## config.mk

```make
export PLATFORM = sky130hd
export DESIGN_NAME = serial_subtractor
export DESIGN_NICKNAME = d
export VERILOG_FILES = /design/src/rtl/serial_arith_pkg.sv /design/src/rtl/full_subtractor.sv /design/src/rtl/serial_subtractor.sv
export SDC_FILE = /design/constraint.sdc
export NUM_CORES = 1
export LEC_CHECK = 0
export ABC_AREA = 1
export CAP_MARGIN = 15
export CORE_UTILIZATION = 53
export DETAILED_ROUTE_END_ITERATION = 10
export PLACE_DENSITY = 0.79
export SLEW_MARGIN = 5
export SYNTH_ARGS = -nofsm -noshare
export SYNTH_HDL_FRONTEND = slang
export SYNTH_SLANG_ARGS = --single-unit
```

## constraint.sdc

```tcl
create_clock -name clk -period 1.39 [get_ports clk]
set_input_delay 0.278 -clock clk [delete_from_list [all_inputs] [get_ports clk]]
set_output_delay 0.278 -clock clk [all_outputs]
set_load 0.01 [all_outputs]
```

## src/rtl/serial_arith_pkg.sv

```systemverilog
// Shared definitions for the bit-serial arithmetic blocks.
// Provides the sequencer state type and the bit-counter width helper.
package serial_arith_pkg;

    typedef enum logic [1:0] {
        IDLE  = 2'd0,
        SHIFT = 2'd1,
        DONE  = 2'd2
    } state_t;

    // Bit-counter width for a given operand width; never narrower than 1 bit.
    function automatic int cnt_width(input int w);
        return (w > 1) ? $clog2(w) : 1;
    endfunction

    localparam int DEFAULT_WIDTH = 8;
    localparam int CNT_W         = cnt_width(DEFAULT_WIDTH);

endpackage

```

## src/rtl/full_subtractor.sv

```systemverilog
// Single-bit full subtractor cell: d = ai - bi - br, with borrow out.
module full_subtractor (
    input  logic ai,
    input  logic bi,
    input  logic br,
    output logic d,
    output logic br_next
);

    // Difference bit and borrow generate/propagate.
    always_comb begin
        d       = ai ^ bi ^ br;
        br_next = (~ai & bi) | (~(ai ^ bi) & br);
    end

endmodule

```

## src/rtl/serial_subtractor.sv

```systemverilog
// Bit-serial LSB-first subtractor: diff = a - b - bin over WIDTH cycles.
// Optional macro SERIAL_SUB_OVF_EN adds a signed-overflow output ovf.
module serial_subtractor
    import serial_arith_pkg::*;
#(
    parameter int WIDTH = 8
) (
    input  logic             clk,
    input  logic             rst,
    input  logic             start,
    input  logic [WIDTH-1:0] a,
    input  logic [WIDTH-1:0] b,
    input  logic             bin,
    output logic             busy,
    output logic             done,
    output logic [WIDTH-1:0] diff,
    output logic             borrow_out
`ifdef SERIAL_SUB_OVF_EN
    ,
    output logic             ovf
`endif
);

    localparam int CW = cnt_width(WIDTH);

    state_t           state;
    logic [CW-1:0]    cnt;
    logic [WIDTH-1:0] a_reg;
    logic [WIDTH-1:0] b_reg;
    logic [WIDTH-1:0] res;
    logic             br;
    logic             d;
    logic             br_n;
    logic [WIDTH-1:0] res_next;
`ifdef SERIAL_SUB_OVF_EN
    logic             a_msb;
    logic             b_msb;
`endif

    full_subtractor u_fs (
        .ai      (a_reg[0]),
        .bi      (b_reg[0]),
        .br      (br),
        .d       (d),
        .br_next (br_n)
    );

    // Result register after shifting in the current difference bit at the MSB.
    always_comb begin
        res_next = {d, res[WIDTH-1:1]};
    end

    // Sequencer, operand/result shift registers and registered handshake outputs.
    // The last SHIFT edge publishes diff/borrow_out directly so they are valid with done.
    always_ff @(posedge clk or posedge rst) begin
        if (rst) begin
            state      <= IDLE;
            cnt        <= '0;
            a_reg      <= '0;
            b_reg      <= '0;
            res        <= '0;
            br         <= 1'b0;
            busy       <= 1'b0;
            done       <= 1'b0;
            diff       <= '0;
            borrow_out <= 1'b0;
`ifdef SERIAL_SUB_OVF_EN
            a_msb      <= 1'b0;
            b_msb      <= 1'b0;
            ovf        <= 1'b0;
`endif
        end else begin
            done <= 1'b0;
            case (state)
                IDLE, DONE: begin
                    if (start) begin
                        a_reg <= a;
                        b_reg <= b;
                        br    <= bin;
                        cnt   <= CW'(WIDTH - 1);
                        busy  <= 1'b1;
                        state <= SHIFT;
`ifdef SERIAL_SUB_OVF_EN
                        a_msb <= a[WIDTH-1];
                        b_msb <= b[WIDTH-1];
`endif
                    end else begin
                        state <= IDLE;
                    end
                end
                SHIFT: begin
                    a_reg <= a_reg >> 1;
                    b_reg <= b_reg >> 1;
                    res   <= res_next;
                    br    <= br_n;
                    cnt   <= cnt - 1'b1;
                    if (cnt == '0) begin
                        state      <= DONE;
                        busy       <= 1'b0;
                        done       <= 1'b1;
                        diff       <= res_next;
                        borrow_out <= br_n;
`ifdef SERIAL_SUB_OVF_EN
                        ovf        <= (a_msb ^ b_msb) & (a_msb ^ d);
`endif
                    end
                end
                default: begin
                    state <= IDLE;
                    busy  <= 1'b0;
                end
            endcase
        end
    end

endmodule

```

* After elaboration in Yosys (flattened, before gate mapping)
Index checks and enable logic that the tools add are counted.
** Storage, ports and cells
- Register bits :: 41
- Input port bits :: 20
- Output and inout port bits :: 11
** Operators by class
- Reductions and logical operators :: 7
- Bitwise operators :: 7
- Muxes and demuxes :: 16
- Eq/ne operators :: 4
- $add $sub $neg :: 1
** Operators with widths (number)
- 8-bit case mux with 2 select lines :: 2
- 8-bit 2-to-1 mux :: 2
- 1-bit 2-to-1 mux :: 6
- 3-bit case mux with 2 select lines :: 1
- 2-bit AND reduction :: 3
- 2-bit inequality test, second input constant :: 2
- 1-bit case mux with 2 select lines :: 2
- 2-bit case mux with 2 select lines :: 1
- 3-bit zero test :: 1
- 3-bit 2-to-1 mux :: 1
- 3-bit by 1-bit subtractor with 3-bit output, second input constant :: 1
- 1-bit bitwise AND :: 2
- 2-bit by 1-bit == test with 1-bit output, second input constant :: 1
- 2-bit == test, second input constant :: 1
- 2-bit zero test :: 1
- 2-bit 2-to-1 mux :: 1
- 1-bit inverter :: 2
- 2-bit nonzero test :: 1
- 2-bit OR reduction :: 1
- 1-bit bitwise XOR :: 2
- 1-bit OR :: 1

* Longest topological paths before layout
Gate-level depths: netlist of the first run.
- Depth in word-level cells :: 5
- Mapped depth :: 8
- Gate-level depth less buffers :: 8

* Hierarchy
A second synthesis of the first run with hierarchy kept.
** Unflattened totals
- Cells, all modules :: 249
- Area total of the unflattened synthesis :: 2011.9 um^2
** Modules (own cells, without submodules)
- serial_subtractor :: cells an instance 245, instances 1, area each 1980.6 um^2
- full_subtractor :: cells an instance 4, instances 1, area each 31.3 um^2

* Worst setup path after synthesis of the first run
Ideal clock, no wire load.
- Path type :: flip-flop to flip-flop
- Start :: reg cnt[0]
- End :: reg diff[0]
- Clock period less this slack :: 1.246 ns
- Arrival time :: 1.129 ns
- Slack :: 0.144 ns
- Stages on the path, launching flop included :: 9
- Buffers on the path :: 1
- Setup time :: 0.116 ns
- Cell sequence :: dfrtp_1 inv_1 ha_1 inv_1 nor2_1 nand2_4 buf_6 nand2_1 nand2_1
** Between the ends
- Cells in the longest elaborated chain, start to end :: 2
** Ends and longest elaborated chain
- start: declaration :: line serial_subtractor.sv:27 : logic [CW-1:0] cnt;
- start signal: assignment :: line serial_subtractor.sv:80 : cnt <= CW'(WIDTH - 1);
- start signal: assignment :: line serial_subtractor.sv:96 : cnt <= cnt - 1'b1;
- 3-bit zero test :: line serial_subtractor.sv:97 : if (cnt == '0) begin
- 2-bit AND reduction (no line)
- end signal: assignment :: line serial_subtractor.sv:101 : diff <= res_next;
- end: declaration :: line serial_subtractor.sv:16 : output logic [WIDTH-1:0] diff,
Every way passes these cells.
A chain may end at the register's enable or synchronous reset.

* Final worst setup path of the first run
- Start :: reg diff[5]
- End :: out diff[5]
No word-level cell between the ends.

==> flow_summary.yaml, run 1 <==
logic_synthesis:
  netlist_area_mm2: 0.00192
  synth_warnings: 0
  postSynthAreaPerCell_um2: 8.36
  ys_ff_latch: 40
  synth_cell_type_count: 19
  syn-instance-count: 230
  synth_nets: 253
  yosysSeqAreaShare_pct: 52.0
setup_path:
  crit_slowest_cell: "dfrtp_1"
  critPathMaxFanout: 2
  criticalPathCategory: "flip-flop to output pin"
  max_stage_delay_ns: 0.40
  worst_path_dominant_cell_family: "flip-flops"
  worst-path-buf-inv: 1
  ff2ff_path_depth: 7
  cp-start-kind: "flip-flop"
  cp.depth: 1
  arrival_ns: 1.02
  path_cells: "dlygate4sd2_1"
  critPathRequiredTime_ns: 1.11
  cp-end-kind: "output pin"
sta:
  timing.fmax_ghz: 0.770
  final.min_clock_period_ns: 1.30
  worst_slew_margin_rel_pct: 83.1
  finalSetupViolCount: 0
  fin_worst_skew_ns: 0.00679
  hold_violations: 0
  timing.final.max_slew_violations: 0
  setup-tns-final_ns: 0
  rsz0062_at_grt: "no"
  period_share_pct: 93.5
  tightestPinTransition_ns: 0.253
cts:
  cts_root_buf: "clkbuf_4"
  h-tree-depth: 2
  clock_sinks: 40
  cts_buffer_depth: 2
  cts_tree: "yes"
  cts_made_buffers: 5
  post-cts-setup-buffers: 0
  cts.hold.buffers_added: 0
  clk_pin_slew_ns: 0.11
  clk_latency_ns: 0.33
power_and_ir_drop:
  p_leak_nw: 1.32
  vdd_drop_max_mv: 1.04
  finalPower_mw: 5.09
  power_density_mw_per_mm2: 2160
grt:
  grt_max_degree: 41
  globalRouteOverflowTotal: 0
  first_global_vias: 1350
  antenna_found_initial: 0
  grt_first_pass_wirelength_um: 5720
  grt_usage_pct: 19.1
route:
  drt_pass1_iterations: 4
  drtIter0Drc: 52
  antenna_left: 0
  wl_um: 3390
  viasPerCell: 4.61
  drc: 0
  wl_per_cell_um: 10.7
  vias: 1457
final_layout:
  nNetsFinal: 292
  final_util_pct: 68.9
  layout_common_cells: "nand2_1 (85), inv_1 (46), dfrtp_1 (40)"
  multi_input_area_um2: 672
  fillers: 300
  final_common_cell: "nand2_1"
  seq_area_mm2: 0.00100
  drive_above_1_share_pct: 12.6
  area_growth_pct: 22.3
  n_antenna_cell: 0
floorplan:
  rows: 21
  die_h_um: 62.2
  design.die.area_mm2: 0.00387
  start_util_pct: 56.3
  die_w_um: 62.2
  coreArea_mm2: 0.00342
  num_io_pins: 31
place:
  routabilityCongestion: 0.766
  detailed_place_hpwl_um: 2360
  io_buffer_count: 30
run_status:
  status: "completed"
run:
  cap_violations: 0
min_path:
  hp-class: "input port to async pin"
layer usage:
layer,wire (µm),GRT usage (%)
met5,0,0
met1,1630,25.2
met2,1600,29.8
met3,114,4.23
met4,41,9.30
path summary, 6_finish.rpt:
path                              start      end  slack [ns]
worst max-delay path            diff[5]  diff[5]        0.09
worst min-delay path                rst     done        0.29
worst max register to register   cnt[1]  diff[1]        0.15
worst min register to register  diff[0]  diff[0]        0.48
max in group asynchronous           rst   cnt[0]        0.91
min in group clk                diff[0]  diff[0]        0.48
cells in the mapped netlist:
cell     number  area [µm²]
buf_12        1        20.0
inv_2         2        7.51
buf_4         2        15.0
nand2_1      85         319
buf_6         3        33.8
nor2_4        1        11.3
ha_1          2        25.0
buf_8         1        15.0
inv_1        46         173
nand3_1      19        95.1
nor2_1        1        3.75
o21a_1        1        7.51
o21ai_2       8        70.1
fa_1          1        20.0
buf_2         1        5.00
dfrtp_1      40        1000
nand2_4       3        33.8
nand2_2       2        12.5
o21ai_0      11        55.1
per-stage QoR:
| stage | area (µm²) | setup WS [ns] | cells | hold slack [ns] |
|---|---|---|---|---|
| floorplan | 1920 | 0.144 | 230 | 0.416 |
| global placement | 2280 | 0.0423 | 307 | 0.453 |
| detailed placement | 2280 | 0.00327 | 307 | 0.465 |
| CTS | 2330 | 0.0445 | 315 | 0.293 |
| global route | 2350 | 0.0413 | 316 | 0.313 |
| finish | 2350 | 0.0906 | 316 | 0.285 |
report_power, final:
| group | switching, mW | total (mW) | internal [mW] |
|---|---|---|---|
| sequential | 0.292 | 2.01 | 1.72 |
| combinational | 1.47 | 2.47 | 1.00 |
| clock | 0.363 | 0.611 | 0.248 |
| total | 2.13 | 5.09 | 2.97 |
layout make-up:
type	count	share of cell area, %
sequential	40	42.6
multi-input combinational	135	28.6
timing repair buffer	39	16.1
inverter	48	7.66
tap	46	2.45
clock buffer	7	2.34
clock inverter	1	0.319
cell families after synthesis:
kind of cell               synth area share [%]
buffers and inverters                      14.0
adders and majority gates                  2.34
DFF                                        52.0
AOI/OAI and AO/OA                          6.90
and+or+nand+nor                            24.7
what timing repair did:
item / 4_1_cts / 5_1_grt
endpoints found under the hold margin: 0 / 0
setup endpoints to repair: 11 / 8
cloned: 0 / 1
resized for setup: 11 / 3
pin swaps: 0 / 1
(Power assumes the default switching activity.)
==> inputs of run 2 (changes only) <==
--- a/config.mk
+++ b/config.mk
@@ -8,7 +8,9 @@
 export ABC_AREA = 1
 export CAP_MARGIN = 15
 export CORE_UTILIZATION = 53
+export CTS_CLUSTER_SIZE = 40
 export DETAILED_ROUTE_END_ITERATION = 10
+export HOLD_SLACK_MARGIN = 0.03
 export PLACE_DENSITY = 0.79
 export SLEW_MARGIN = 5
 export SYNTH_ARGS = -nofsm -noshare
==> results of run 2 <==
No change in the layout: final DEF, timing and power equal those of run 1.
